## src/rtl/uns_acc_drv.sv

```systemverilog
// uns_acc_drv: takes one command, clears uns_acc, drives its operand bus for N cycles,
// then captures o_data/o_carry. Define UNS_ACC_DRV_CHECK_EN to add a reference-model checker.
module uns_acc_drv #(
    parameter int DW = 3,
    parameter int AW = 6,
    parameter int NW = 4
) (
    input  logic          clk,
    input  logic          i_rst_n,
    input  logic          i_start,
    input  logic [1:0]    i_sel,
    input  logic [DW-1:0] i_data1,
    input  logic [DW-1:0] i_data2,
    input  logic [NW-1:0] i_n_ops,
    output logic          o_acc_rst_n,
    output logic [1:0]    o_acc_sel,
    output logic [DW-1:0] o_acc_data1,
    output logic [DW-1:0] o_acc_data2,
    input  logic [AW-1:0] i_acc_data,
    input  logic          i_acc_carry,
    output logic          o_busy,
    output logic          o_done,
    output logic [AW-1:0] o_result,
    output logic          o_carry,
    output logic          o_mismatch
);

    typedef enum logic [2:0] {
        S_IDLE,
        S_CLR,
        S_RUN,
        S_SETTLE,
        S_DONE
    } state_e;

    localparam logic [1:0] SEL_HOLD = 2'b11;

    state_e        state_q, state_d;
    logic [NW-1:0] cnt_q, cnt_d;
    logic [1:0]    cmd_sel_q, cmd_sel_d;
    logic [DW-1:0] cmd_d1_q, cmd_d1_d;
    logic [DW-1:0] cmd_d2_q, cmd_d2_d;

    logic          acc_rst_n_q, acc_rst_n_d;
    logic [1:0]    acc_sel_q, acc_sel_d;
    logic [DW-1:0] acc_d1_q, acc_d1_d;
    logic [DW-1:0] acc_d2_q, acc_d2_d;
    logic          busy_q, busy_d;
    logic          done_q, done_d;
    logic [AW-1:0] result_q, result_d;
    logic          carry_q, carry_d;

    wire accept = (state_q == S_IDLE) && i_start;

    // NOTE: all state updates use non-blocking assignments so every flop samples pre-edge values.
    always_ff @(posedge clk or negedge i_rst_n) begin
        if (!i_rst_n) begin
            state_q     <= S_IDLE;
            cnt_q       <= '0;
            cmd_sel_q   <= SEL_HOLD;
            cmd_d1_q    <= '0;
            cmd_d2_q    <= '0;
            acc_rst_n_q <= 1'b0;
            acc_sel_q   <= SEL_HOLD;
            acc_d1_q    <= '0;
            acc_d2_q    <= '0;
            busy_q      <= 1'b0;
            done_q      <= 1'b0;
            result_q    <= '0;
            carry_q     <= 1'b0;
        end else begin
            state_q     <= state_d;
            cnt_q       <= cnt_d;
            cmd_sel_q   <= cmd_sel_d;
            cmd_d1_q    <= cmd_d1_d;
            cmd_d2_q    <= cmd_d2_d;
            acc_rst_n_q <= acc_rst_n_d;
            acc_sel_q   <= acc_sel_d;
            acc_d1_q    <= acc_d1_d;
            acc_d2_q    <= acc_d2_d;
            busy_q      <= busy_d;
            done_q      <= done_d;
            result_q    <= result_d;
            carry_q     <= carry_d;
        end
    end

    // NOTE: every comb output gets a default first, so no path can infer a latch.
    always_comb begin
        state_d   = state_q;
        cnt_d     = cnt_q;
        cmd_sel_d = cmd_sel_q;
        cmd_d1_d  = cmd_d1_q;
        cmd_d2_d  = cmd_d2_q;
        unique case (state_q)
            S_IDLE: begin
                if (i_start) begin
                    cmd_sel_d = i_sel;
                    cmd_d1_d  = i_data1;
                    cmd_d2_d  = i_data2;
                    cnt_d     = i_n_ops;
                    state_d   = S_CLR;
                end
            end
            S_CLR:    state_d = (cnt_q == '0) ? S_SETTLE : S_RUN;
            S_RUN: begin
                cnt_d = cnt_q - NW'(1);
                if (cnt_q == NW'(1)) state_d = S_SETTLE;
            end
            S_SETTLE: state_d = S_DONE;
            S_DONE:   state_d = S_IDLE;
            default:  state_d = S_IDLE;
        endcase
    end

    // Outputs are decoded from the next state so the registered pins line up with the state.
    always_comb begin
        acc_rst_n_d = (state_d != S_CLR);
        acc_sel_d   = SEL_HOLD;
        acc_d1_d    = '0;
        acc_d2_d    = '0;
        if (state_d == S_RUN) begin
            acc_sel_d = cmd_sel_q;
            acc_d1_d  = cmd_d1_q;
            acc_d2_d  = cmd_d2_q;
        end
        busy_d   = (state_d != S_IDLE);
        done_d   = (state_d == S_DONE);
        result_d = done_d ? i_acc_data  : result_q;
        carry_d  = done_d ? i_acc_carry : carry_q;
    end

    assign o_acc_rst_n = acc_rst_n_q;
    assign o_acc_sel   = acc_sel_q;
    assign o_acc_data1 = acc_d1_q;
    assign o_acc_data2 = acc_d2_q;
    assign o_busy      = busy_q;
    assign o_done      = done_q;
    assign o_result    = result_q;
    assign o_carry     = carry_q;

`ifdef UNS_ACC_DRV_CHECK_EN
    logic [AW-1:0] mdl_acc_q, mdl_acc_d;
    logic          mdl_carry_q, mdl_carry_d;
    logic          mismatch_q, mismatch_d;
    logic [AW:0]   addend, sum;

    always_comb begin
        unique case (cmd_sel_q)
            2'b00:   addend = (AW+1)'(cmd_d1_q);
            2'b01:   addend = (AW+1)'(cmd_d2_q);
            2'b10:   addend = (AW+1)'(cmd_d1_q) + (AW+1)'(cmd_d2_q);
            default: addend = '0;
        endcase
        sum         = {1'b0, mdl_acc_q} + addend;
        mdl_acc_d   = mdl_acc_q;
        mdl_carry_d = mdl_carry_q;
        if (state_q == S_CLR) begin
            mdl_acc_d   = '0;
            mdl_carry_d = 1'b0;
        end else if (state_q == S_RUN) begin
            mdl_acc_d   = sum[AW-1:0];
            mdl_carry_d = mdl_carry_q | sum[AW];
        end
        mismatch_d = mismatch_q;
        if (accept) begin
            mismatch_d = 1'b0;
        end else if (state_q == S_SETTLE &&
                     (i_acc_data != mdl_acc_q || i_acc_carry != mdl_carry_q)) begin
            mismatch_d = 1'b1;
        end
    end

    always_ff @(posedge clk or negedge i_rst_n) begin
        if (!i_rst_n) begin
            mdl_acc_q   <= '0;
            mdl_carry_q <= 1'b0;
            mismatch_q  <= 1'b0;
        end else begin
            mdl_acc_q   <= mdl_acc_d;
            mdl_carry_q <= mdl_carry_d;
            mismatch_q  <= mismatch_d;
        end
    end

    assign o_mismatch = mismatch_q;
`else
    wire unused_accept = accept;
    assign o_mismatch = 1'b0;
`endif

endmodule

```

## config.mk

```make
export PLATFORM = sky130hd
export DESIGN_NAME = uns_acc_drv
export DESIGN_NICKNAME = d
export VERILOG_FILES = /design/src/rtl/uns_acc_drv.sv
export SDC_FILE = /design/constraint.sdc
export NUM_CORES = 1
export LEC_CHECK = 0
export BUFFER_PORTS_ARGS = -buffer_cell sky130_fd_sc_hd__buf_4
export CAP_MARGIN = 20
export CORE_UTILIZATION = 30
export CTS_CLUSTER_SIZE = 12
export DETAILED_ROUTE_END_ITERATION = 7
export HOLD_SLACK_MARGIN = 0.03
export PLACE_DENSITY = 0.5
export SKIP_LAST_GASP = 1
export SYNTH_ARGS = -nofsm -noshare
export SYNTH_HDL_FRONTEND = slang
export SYNTH_SLANG_ARGS = --single-unit
```

## constraint.sdc

```tcl
create_clock -name clk -period 1.97 [get_ports clk]
set_input_delay 0.2955 -clock clk [delete_from_list [all_inputs] [get_ports clk]]
set_output_delay 0.2955 -clock clk [all_outputs]
set_load 0.03 [all_outputs]
```

# --- Word level (Yosys, flattened, before mapping) ---
# Cells that the tools add are included.
classes:
  n_reduce_logical: 6
  n_eq_ne: 8
  add_sub_neg: 1
  n_mux: 9
op_table:
  columns: ["cell", "n"]
  rows:
  - ["3-bit two-way mux", 4]
  - ["3-bit case mux with 4 select lines", 1]
  - ["3-bit by 2-bit equality test with 1-bit output (second input constant)", 3]
  - ["4-bit case mux with 2 select lines", 1]
  - ["4-bit by 1-bit equality test with 1-bit output (second input constant)", 1]
  - ["4-bit logical NOT", 1]
  - ["4-bit two-way mux", 1]
  - ["2-bit AND reduction", 2]
  - ["4-bit by 1-bit subtractor with 4-bit output (second input constant)", 1]
  - ["3-bit by 1-bit equality test with 1-bit output (second input constant)", 1]
  - ["3-bit equality test (second input constant)", 1]
  - ["3-bit logical NOT", 1]
  - ["3-bit by 1-bit != test with 1-bit output (second input constant)", 1]
  - ["3-bit nonzero test", 1]
  - ["2-bit two-way mux", 1]
  - ["2-bit != test (second input constant)", 1]
  - ["2-bit nonzero test", 1]
  - ["1-bit two-way mux", 1]
totals:
  in_bits: 22
  wordCells: 37
  output_inout_bits: 19
  register_bits: 33

# --- Logic depth before layout (Yosys ltp) ---
# Gate-level depths: netlist (run 1).
logic_depth:
  word_depth: 5
  depth_mapped: 5
  mapped_depth_nobuf: 5

# --- Worst setup path before layout (run 1) ---
# OpenSTA, ideal clock, no wires.
synth_path:
  kind: "register to register"
  start: "reg cnt_q[1]"
  end: "reg acc_d1_q[0], in the netlist o_acc_data1[0]"
  arrival_ps: 1288
  period_less_slack_ps: 1430
  setup_time_ps: 141
  slack_ps: 540
  t_required_ps: 1829
  n_path_buf: 0
  stages_incl_launch_ff: 6
  path_cell_list: "dfrtp_1 -> inv_1 -> ha_1 -> nand3b_4 -> a2111oi_4 -> nor3_1"
synth_via:
  elab_chain_cells: 5
  word_cells_on_any_way: 7
  classes_between: "2 x eq/ne; 4 x mux; 1 x reduce/logical"
synth_lines:
  columns: ["element", "line", "source"]
  rows:
  - ["start: declaration", "39", "logic [NW-1:0] cnt_q, cnt_d;"]
  - ["start signal: assignment", "73", "cnt_q <= cnt_d;"]
  - ["4-bit by 1-bit equality test with 1-bit output / 4-bit logical NOT (equally long branches)", "108, 105", null]
  - ["3-bit two-way mux / 1-bit two-way mux (equally long branches)", "108, 105", null]
  - ["3-bit case mux with 4 select lines (*)", "95", "unique case (state_q)"]
  - ["3-bit by 2-bit equality test with 1-bit output (*)", "122", "if (state_d == S_RUN) begin"]
  - ["3-bit two-way mux (*)", "122", null]
  - ["named net acc_d1_d[0]", "46", "logic [DW-1:0] acc_d1_q, acc_d1_d;"]
  - ["end signal: assignment", "65", "acc_d1_q <= '0;"]
  - ["end signal: assignment", "79", "acc_d1_q <= acc_d1_d;"]
  - ["end: declaration", "46", null]
# The timed path passes the listed nets; every way through them passes the cells marked *.
# A chain may end at the register's enable or synchronous reset.

# --- Worst setup path after layout (run 1) ---
layout_path:
  start: "reg state_q[1]"
  end: "reg acc_d2_q[0], in the netlist o_acc_data2[0]"
layout_via:
  elab_chain_cells: 4
  word_cells_on_any_way: 9
  classes_between: "4 x eq/ne; 4 x mux; 1 x reduce/logical"
layout_lines:
  columns: ["element", "line", "source"]
  rows:
  - ["start: declaration", "38", "state_e state_q, state_d;"]
  - ["start signal: assignment", "72", "state_q <= state_d;"]
  - ["3-bit by 2-bit equality test with 1-bit output (tied with other cells)", "95", null]
  - ["3-bit case mux with 4 select lines (*)", "95", null]
  - ["3-bit by 2-bit equality test with 1-bit output (*)", "122", null]
  - ["3-bit two-way mux (*)", "122", null]
  - ["named net acc_d2_d[0]", "47", "logic [DW-1:0] acc_d2_q, acc_d2_d;"]
  - ["end signal: assignment", "66", "acc_d2_q <= '0;"]
  - ["end signal: assignment", "80", "acc_d2_q <= acc_d2_d;"]
  - ["end: declaration", "47", null]
# Marks and branches as above.

==> qor.yml, run 1 <==
worst_setup_path:
  rrSetupSlack_ns: 0.33
  critical_path_class: "flip-flop to flip-flop"
  critPathRequiredTime_ns: 2.12
  critical_path_arrival_ns: 1.78
  critical-path-max-stage-delay_ns: 0.56
  critical_path.top_delay_family: "flip-flops"
  critical_path_buf_inv_count: 0
  slowest_stage: "dfrtp_1"
  worstSetupStartpointType: "flip-flop"
  cp_max_fo: 15
  cp_cell_sequence: "nand3b_1 > a2111oi_4 > nor3_1"
  worstSetupEndpointType: "flip-flop"
detailed_routing:
  drc: 0
  wl_per_cell_um: 12.34
  viasPerCell: 4.537
  via_count: 989
  first_iter_violations: 39
  ant_nets: 0
  firstDrtPassIters: 4
  wl_um: 2690
clock_tree:
  cts_tree: "built"
  cts-buffers-inserted: 5
  postCtsSetupRepairBufs: 0
  cts_htree_levels: 2
  hold_buffers: 1
  root_buffer: "clkbuf_8"
  cts_buffer_depth: 2
  clkSlewWorstSetupHoldPaths_ns: 0.07
  cts_resized: 0
  clk_latency_ns: 0.28
  clkSinkCount: 33
sta:
  finalCriticalPeriod_ns: 1.636
  setup-tns-final_ns: 0
  finalMaxSlewViolations: 0
  hold_viol_final: 0
  finalClockSkew_ns: 0.005247
  tightest_slew_ns: 0.5316
  rsz0062_at_grt: "false"
  finalSetupViolCount: 0
  timing.final.ws_setup_ns: 0.3336
  fmax_mhz: 611.1
  finalCritPeriodShare_pct: 83.06
  maxSlewHeadroom_pct: 64.56
global_route:
  grt.total_usage_pct: 11.95
  grt_pass1_vias: 996
  grt_pass1_wl_um: 4450
  grt_max_degree: 34
  grt.overflow.total: 0
  antenna_found_initial: 0
floorplanning:
  dieWidth_um: 69.80
  fp-row-count: 24
  die_area_sq_mm: 0.004871
  io_pins: 41
  core_sq_mm: 0.004384
  start_util_pct: 31.45
  die_h_um: 69.80
pwr:
  ir_worst_vdd_v: 0.0006263
  leakagePower_nw: 0.9206
  total_power_w: 0.003368
  p_per_area_mw_per_mm2: 1825
run:
  drv_cap: 0
synthesis:
  synthesis.nets: 148
  synth_area_per_cell_sq_um: 11.21
  synthDistinctLibCells: 31
  synth.area.mux_share_pct: 5.717
  yosysWarnings: 0
  synth_top_family_by_area: "simple AND/OR/NAND/NOR gates"
  synth_compound_area_share_pct: 7.895
  synth_seq_area_share_pct: 60.25
  synth_area_sq_mm: 0.001379
  synthCells: 123
  yosys.area_share.simple_pct: 18.33
  synthAdderAreaFrac_pct: 2.722
  yosys_register_bits: 33
  yosys.area_share.xor_xnor_pct: 0.6352
finish:
  n_antenna_cell: 0
  final_cell_mix: "40 x buf_4, 29 x dfrtp_1, 27 x nand2_1"
  nets: 190
  syn_to_final_growth_pct: 33.85
  drive_gt1_share_pct: 38.55
  nFillCells: 432
  layout.cells.non_filler: 218
  layout.cells.most_common: "buf_4"
placed_design:
  port_buffers: 39
  place_congestion: 0.8381
  hpwl_um: 1911
  place_ws_ns: 0.3250
  placedCellCount: 209
status:
  outcome: "completed"
worst_hold_path:
  hp-class: "input port to flip-flop"
[synth_stat cells, drive strengths merged]
| cell | count | area [sq um] |
|---|---|---|
| a2111oi | 1 | 27.53 |
| a21oi | 4 | 20.02 |
| a32oi | 1 | 8.760 |
| buf | 5 | 27.53 |
| clkbuf | 1 | 3.750 |
| conb | 1 | 3.750 |
| dfrtp | 29 | 725.7 |
| dfstp | 4 | 105.1 |
| ha | 3 | 37.54 |
| inv | 7 | 26.27 |
| mux2 | 7 | 78.83 |
| nand2 | 27 | 101.4 |
| nand2b | 1 | 6.260 |
| nand3b | 2 | 27.53 |
| nor2 | 3 | 11.26 |
| nor2b | 1 | 6.260 |
| nor3 | 8 | 40.04 |
| nor3b | 1 | 7.510 |
| nor4b | 1 | 8.760 |
| o211ai | 1 | 7.510 |
| o21a | 1 | 7.510 |
| o21ai | 4 | 20.02 |
| o221ai | 1 | 8.760 |
| o31a | 1 | 8.760 |
| or2 | 4 | 25.02 |
| or3 | 3 | 18.77 |
| xor2 | 1 | 8.760 |
[where the power goes]
part | internal (W) | switching, W
Sequential | 0.00103 | 0.000227
Combinational | 0.000599 | 0.000859
Clock | 0.000412 | 0.000239
Total | 0.00204 | 0.00133
[worst register-to-register path, cell delays in order (launching register included)]
cell and delay, ns:
dfrtp_1 0.56, nand3b_1 0.29, a2111oi_4 0.54, nor3_1 0.11
[state kept, by name (all words and copies together), names as in the netlist]
register     count
o_acc_sel        2
o_acc_data2      3
cnt_q            4
o_result         6
o_busy           1
o_done           1
cmd_d1_q         3
o_carry          1
o_acc_rst_n      1
cmd_d2_q         3
state_q          3
cmd_sel_q        2
o_acc_data1      3
[layout make-up]
cell class | count | area [sq um] | share of cell area (%)
Clock buffer | 7 | 86.33 | 4.678
Multi-Input combinational cell | 77 | 496.7 | 26.92
Tap cell | 52 | 65.06 | 3.525
Clock inverter | 1 | 30.03 | 1.627
Sequential cell | 33 | 830.8 | 45.02
Timing Repair Buffer | 41 | 310.3 | 16.81
Inverter | 7 | 26.28 | 1.424
[cell families after synthesis]
group                    count (synthesis)
AO/OA/AOI/OAI                           14
multiplexers                             7
XOR/XNOR                                 1
flip-flops                              33
AND/OR/NAND/NOR                         51
adder cells (fa/ha/maj)                  3
other                                    1
buffers and inverters                   13
[layer usage]
metal  routed length, um  part of all wire, %  up-vias  GRT usage [%]
met5                   0                    0        -              0
met4                  41                  1.5        0          5.333
met3                 164                  6.1        4          5.669
met2                1250                   46       26          18.48
met1                1233                   46      475          14.07
li1                    -                    -      484              -
[path summary, 6_finish.rpt]
| kind | start | endpoint | cells after the start |
|---|---|---|---|
| hold / removal | i_sel[1] | cmd_sel_q[1]$_DFFE_PN1P_ | 3 |
| hold reg to reg | cmd_sel_q[1]$_DFFE_PN1P_ | cmd_sel_q[1]$_DFFE_PN1P_ | 2 |
| min in group asynchronous | i_rst_n | cnt_q[1]$_DFFE_PN0P_ | 2 |
| setup / recovery | state_q[1]$_DFF_PN0_ | o_acc_data2[0]$_DFF_PN0_ | 3 |
| max in group asynchronous | i_rst_n | o_acc_sel[1]$_DFF_PN1_ | 2 |
| setup reg to reg | state_q[1]$_DFF_PN0_ | o_acc_data2[0]$_DFF_PN0_ | 3 |
[metrics by stage]
| step | instance area [sq um] | hold slack, ns | utilization (%) |
|---|---|---|---|
| 5_1_grt | 1846 | 0.2072 | 42.09 |
| 4_1_cts | 1846 | 0.1978 | 42.09 |
| 3_3_place_gp | 1719 | 0.2590 | 39.21 |
| 3_5_place_dp | 1719 | 0.2611 | 39.21 |
| 2_1_floorplan | 1379 | -0.00009107 | - |
| 6_report | 1846 | 0.2026 | 42.09 |
(Power assumes the default switching activity.)
==> inputs of run 2 (changes only) <==
--- a/config.mk
+++ b/config.mk
@@ -11,7 +11,7 @@
 export CTS_CLUSTER_SIZE = 12
 export DETAILED_ROUTE_END_ITERATION = 7
 export HOLD_SLACK_MARGIN = 0.03
-export PLACE_DENSITY = 0.5
+export PLACE_DENSITY = 0.52
 export SKIP_LAST_GASP = 1
 export SYNTH_ARGS = -nofsm -noshare
 export SYNTH_HDL_FRONTEND = slang
==> constraint.sdc (replaced) <==
create_clock -name clk -period 1.4 [get_ports clk]
set_input_delay 0.21 -clock clk [delete_from_list [all_inputs] [get_ports clk]]
set_output_delay 0.21 -clock clk [all_outputs]
set_load 0.03 [all_outputs]
==> qor.yml, run 2 (synthesis results as in run 1) <==
status:
  outcome: "finished, violations left"
  violations: "setup timing"
floorplanning:
  core_sq_mm: 0.004384  # unchanged
  die_h_um: 69.80  # unchanged
  die_area_sq_mm: 0.004871  # unchanged
  io_pins: 41  # unchanged
  fp-row-count: 24  # unchanged
  dieWidth_um: 69.80  # unchanged
  start_util_pct: 31.45  # unchanged
sta:
  finalCritPeriodShare_pct: 103.5  # +20 points
  finalMaxSlewViolations: 0  # unchanged
  rsz0062_at_grt: "true"
  finalClockSkew_ns: 0.006473  # +0.001226 ns
  fmax_mhz: 689.9  # +13%
  finalCriticalPeriod_ns: 1.450  # -0.1868 ns
  whs_ns: 0.1214  # -0.08125 ns
  finalSetupViolCount: 10  # +10
  timing.final.ws_setup_ns: -0.04953  # -0.3832 ns
  hold_viol_final: 0  # unchanged
clock_tree:
  cts_buffer_depth: 2  # unchanged
  cts-buffers-inserted: 5  # unchanged
  cts_htree_levels: 2  # unchanged
  clkSinkCount: 33  # unchanged
  root_buffer: "clkbuf_8"
  clk_latency_ns: 0.28  # about the same
  cts_tree: "built"
  clkSlewWorstSetupHoldPaths_ns: 0.06  # about the same
placed_design:
  port_buffers: 39  # unchanged
  place_congestion: 0.8291  # -1.1%
  placedCellCount: 221  # +5.7%
  hpwl_um: 2060  # +7.8%
  place_ws_ns: -0.08848  # -0.4134 ns
finish:
  final_cell_mix: "53 x buf_4, 28 x dfrtp_1, 27 x nand2_1"
  n_antenna_cell: 0  # unchanged
  syn_to_final_growth_pct: 39.66
  largest_register_ffs: 6  # unchanged
  nets: 204  # +7.4%
  drive_gt1_share_pct: 45.00  # +6.4 points
  nFillCells: 407  # -5.8%
  layout.cells.most_common: "buf_4"
  layout.cells.non_filler: 232  # +6.4%
global_route:
  grt_pass1_vias: 1140  # +14%
  grt_max_degree: 34  # unchanged
  grt.overflow.total: 0  # unchanged
  grt.total_usage_pct: 13.95  # +2.0 points
  grt_pass1_wl_um: 5223  # +17%
  antenna_found_initial: 0  # unchanged
worst_setup_path:
  worstSetupStartpointType: "flip-flop"
  critical_path_arrival_ns: 1.67  # -0.11 ns
  critical_path_class: "flip-flop to flip-flop"
  cp_max_fo: 5  # -10
  r2r_cells: 6  # +3
  critPathRequiredTime_ns: 1.62  # -0.50 ns
  worstSetupEndpointType: "flip-flop"
detailed_routing:
  firstDrtPassIters: 4  # unchanged
  first_iter_violations: 44  # +13%
  wl_per_cell_um: 12.53  # +1.6%
  drc: 0  # unchanged
  viasPerCell: 4.526  # -0.24%
  via_count: 1050  # +6.2%
  ant_nets: 0  # unchanged
  wl_um: 2908  # +8.1%
worst_hold_path:
  hp-class: "input port to flip-flop"
  min_delay_path_depth: 3  # unchanged
pwr:
  ir_worst_vdd_v: 0.001281  # +100%
  p_per_area_mw_per_mm2: 2528  # +39%
  leakagePower_nw: 0.9656  # +4.9%
run:
  drv_cap: 0  # unchanged
==> run 2: path summary, 6_finish.rpt <==
path                                               start                  endpoint  slack, ns
worst max register to register      cnt_q[1]$_DFFE_PN0P_    o_acc_sel[1]$_DFF_PN1_      -0.05
max in group asynchronous                        i_rst_n  cmd_sel_q[1]$_DFFE_PN1P_       0.66
worst min register to register  cmd_sel_q[0]$_DFFE_PN1P_  cmd_sel_q[0]$_DFFE_PN1P_       0.45
min in group asynchronous                        i_rst_n   o_result[5]$_DFFE_PN0N_       0.40
worst min-delay path                            i_sel[1]  cmd_sel_q[1]$_DFFE_PN1P_       0.12
worst max-delay path                cnt_q[1]$_DFFE_PN0P_    o_acc_sel[1]$_DFF_PN1_      -0.05
==> run 2: area by class of cell <==
cell class / instances / area [sq um] / area share, %
multi-input cells: 77 / 499.2 / 25.93
flip-flops and latches: 33 / 832.0 / 43.21
inverters: 7 / 26.28 / 1.365
clock buffers: 8 / 90.09 / 4.678
well taps: 52 / 65.06 / 3.379
repair buffers: 55 / 412.9 / 21.44
==> run 2: report_power, final <==
| part | total (W) | switching, W | leakage [nW] | internal, W |
|---|---|---|---|---|
| clock network | 0.000725 | 0.000324 | 0.0455 | 0.000400 |
| registers | 0.00173 | 0.000277 | 0.396 | 0.00146 |
| logic | 0.00241 | 0.00133 | 0.524 | 0.00108 |
| total | 0.00487 | 0.00193 | 0.966 | 0.00294 |
==> run 2: worst max-delay path, cell delays in order (launching register included) <==
cell	delay [ns]
dfrtp_1	0.38
inv_2	0.07
ha_2	0.19
nand3b_4	0.08
a2111oi_4	0.36
buf_4	0.20
or3_1	0.11
==> run 2: routing by layer <==
| layer | up-vias | part of all wire (%) | track usage, % |
|---|---|---|---|
| li1 | 516 | - | - |
| met3 | 7 | 5.5 | 4.360 |
| met5 | - | 0 | 0 |
| met4 | 0 | 2.3 | 7.556 |
| met1 | 501 | 42 | 16.57 |
| met2 | 26 | 51 | 22.44 |
==> run 2: repair_timing <==
action,in CTS,in global routing
endpoints found under the hold margin,29,0
pin swaps,2,0
setup endpoints to repair,13,27
resized for setup,3,1
buffers inserted,1,0
hold buffers,1,0
gates cloned,1,0
==> run 2: metrics by stage <==
step | setup TNS [ns] | total power [W] | cell area [sq um] | util [%]
2_1_floorplan | -0.1164 | 0.003172 | 1379 | -
3_3_place_gp | -0.1987 | 0.004098 | 1809 | 41.27
6_report | -0.3804 | 0.004868 | 1926 | 43.92
4_1_cts | -0.6597 | 0.004928 | 1924 | 43.89
3_5_place_dp | -0.7934 | 0.004146 | 1809 | 41.27
5_1_grt | -2.055 | 0.005245 | 1926 | 43.92
==> inputs of run 3 (changes only) <==
--- a/config.mk
+++ b/config.mk
@@ -10,6 +10,7 @@
 export CORE_UTILIZATION = 30
 export CTS_CLUSTER_SIZE = 12
 export DETAILED_ROUTE_END_ITERATION = 7
+export GPL_TIMING_DRIVEN = 0
 export HOLD_SLACK_MARGIN = 0.03
 export PLACE_DENSITY = 0.52
 export SKIP_LAST_GASP = 1
==> qor.yml, run 3 (synthesis results as in run 1) <==
worst_setup_path:
  critical_path_class: "flip-flop to flip-flop"
  worstSetupEndpointType: "flip-flop"
  cp_cell_sequence: "inv_2 > ha_4 > nand3b_1 > a2111oi_4 > buf_4 > nor3_1"
  worstSetupStartpointType: "flip-flop"
  slowest_stage: "dfrtp_2"
  critical-path-max-stage-delay_ns: 0.44  # +0.06 ns
  critPathRequiredTime_ns: 1.56  # -0.06 ns
  cp_max_fo: 5  # unchanged
  critical_path_arrival_ns: 1.66  # about the same
  critical_path_buf_inv_count: 2  # unchanged
  critical_path.top_delay_family: "flip-flops"
floorplanning:
  io_pins: 41  # unchanged
  fp-row-count: 24  # unchanged
  die_h_um: 69.80  # unchanged
  die_area_sq_mm: 0.004871  # unchanged
  core_sq_mm: 0.004384  # unchanged
  start_util_pct: 31.45  # unchanged
  dieWidth_um: 69.80  # unchanged
pwr:
  p_per_area_mw_per_mm2: 2552  # +0.94%
  leakagePower_nw: 0.9659  # about the same
  ir_worst_vdd_v: 0.001122  # -12%
sta:
  setup-tns-final_ns: -0.8129  # -0.4325 ns
  finalSetupViolCount: 9  # -1
  fmax_mhz: 665.9  # -3.5%
  timing.final.ws_setup_ns: -0.1017  # -0.05219 ns
  finalClockSkew_ns: 0.004104  # -0.002368 ns
  hold_viol_final: 0  # unchanged
  finalCritPeriodShare_pct: 107.3  # +3.7 points
  finalCriticalPeriod_ns: 1.502  # +0.05219 ns
  rsz0062_at_grt: "true"
  finalMaxSlewViolations: 0  # unchanged
finish:
  final_cell_mix: "47 x buf_4, 27 x nand2_1, 26 x dfrtp_1"
  layout.cells.non_filler: 228  # -1.7%
  final_util_pct: 44.66  # +0.74 points
  largest_register_ffs: 6  # unchanged
  drive_gt1_share_pct: 46.59  # +1.6 points
  n_antenna_cell: 0  # unchanged
  syn_to_final_growth_pct: 42.01
  nets: 200  # -2.0%
  layout.cells.most_common: "buf_4"
  final_area_sq_mm: 0.001958  # +1.7%
global_route:
  grt_pass1_wl_um: 4767  # -8.7%
  grt_pass1_vias: 1049  # -8.0%
  grt.overflow.total: 0  # unchanged
  grt_max_degree: 34  # unchanged
  grt.total_usage_pct: 12.70  # -1.3 points
  antenna_found_initial: 0  # unchanged
placed_design:
  port_buffers: 39  # unchanged
  hpwl_um: 1831  # -11%
  placedCellCount: 214  # -3.2%
  place_congestion: 0.7833  # -5.5%
  postPlaceCellArea_sq_mm: 0.001737  # -4.0%
  place_ws_ns: -0.2396  # -0.1511 ns
status:
  outcome: "finished, violations left"
  violations: "setup timing"
detailed_routing:
  wl_um: 2859  # -1.7%
  wl_per_cell_um: 12.54  # about the same
  ant_nets: 0  # unchanged
  via_count: 1039  # -1.0%
  firstDrtPassIters: 3  # -1
  viasPerCell: 4.557  # +0.69%
  first_iter_violations: 34  # -23%
  drc: 0  # unchanged
run:
  drv_cap: 0  # unchanged
clock_tree:
  clkSlewWorstSetupHoldPaths_ns: 0.07  # about the same
  cts_buffer_depth: 2  # unchanged
  cts-buffers-inserted: 5  # unchanged
  clkSinkCount: 33  # unchanged
  clk_latency_ns: 0.28  # about the same
  cts_htree_levels: 2  # unchanged
  root_buffer: "clkbuf_8"
  cts_tree: "built"
worst_hold_path:
  hp-class: "input port to flip-flop"
## run 3: cell count changes in the layout (fill, tap and decap cells not counted), moves of 2 or more
cell / before / now
buf_4: 53 / 47
ha_4: 0 / 2
dfrtp_1: 28 / 26
dfrtp_2: 1 / 3
## run 3: power by group
part / switching, W / internal [W] / total [W] / leakage [nW]
Combinational: 0.00135 / 0.00100 / 0.00235 / 0.513
Sequential: 0.000273 / 0.00146 / 0.00173 / 0.394
Clock: 0.000331 / 0.000580 / 0.000911 / 0.0585
Total: 0.00195 / 0.00304 / 0.00500 / 0.966
## run 3: path summary, 6_finish.rpt
kind	to	from	depth (start not counted)	slack (ns)
setup / recovery	o_acc_data2[0]$_DFF_PN0_	cnt_q[0]$_DFFE_PN0P_	6	-0.10
hold / removal	cmd_sel_q[0]$_DFFE_PN1P_	i_sel[0]	3	0.12
setup reg to reg	o_acc_data2[0]$_DFF_PN0_	cnt_q[0]$_DFFE_PN0P_	6	-0.10
hold reg to reg	cmd_sel_q[1]$_DFFE_PN1P_	cmd_sel_q[1]$_DFFE_PN1P_	2	0.46
max in group asynchronous	o_acc_sel[1]$_DFF_PN1_	i_rst_n	2	0.66
min in group asynchronous	o_busy$_DFF_PN0_	i_rst_n	2	0.41
## run 3: worst register-to-register path: cells and delay by family (launching register included)
family                     cells  cell delay, ns
adders and majority gates      1            0.13
AOI/OAI and AO/OA              1            0.34
DFF                            1            0.44
buffers and inverters          2            0.29
and+or+nand+nor                2            0.18
## run 3: final cells by class
| cell class | count | area, sq um |
|---|---|---|
| sequential | 33 | 834.6 |
| clock inverter | 1 | 30.03 |
| tap | 52 | 65.06 |
| buffer | 6 | 40.04 |
| fill | 424 | 2426 |
| clock buffer | 7 | 86.33 |
| inverter | 7 | 26.28 |
| timing repair buffer | 45 | 340.3 |
| multi-input combinational | 77 | 535.5 |
## run 3: what timing repair did
action	in CTS	in global routing
pin swaps	1	1
resized for setup	5	14
hold endpoints to repair	29	0
buffers inserted	3	1
gates cloned	1	0
hold buffers	1	0
setup endpoints to repair	19	26
## run 3: per-stage QoR
step	hold WS [ns]	total power [W]
final	0.1248	0.004997
after global placement	0.1755	0.003849
after floorplan	-0.08559	0.003172
after CTS	0.1157	0.004919
after detailed placement	0.1805	0.003893
after global routing	0.1196	0.005359
## run 3: layer usage
metal	up-vias	GRT usage (%)	wire length [um]
met3	7	3.779	142
met1	496	14.93	1191
met2	28	20.83	1458
met4	0	6.667	66
met5	-	0	0
li1	508	-	-
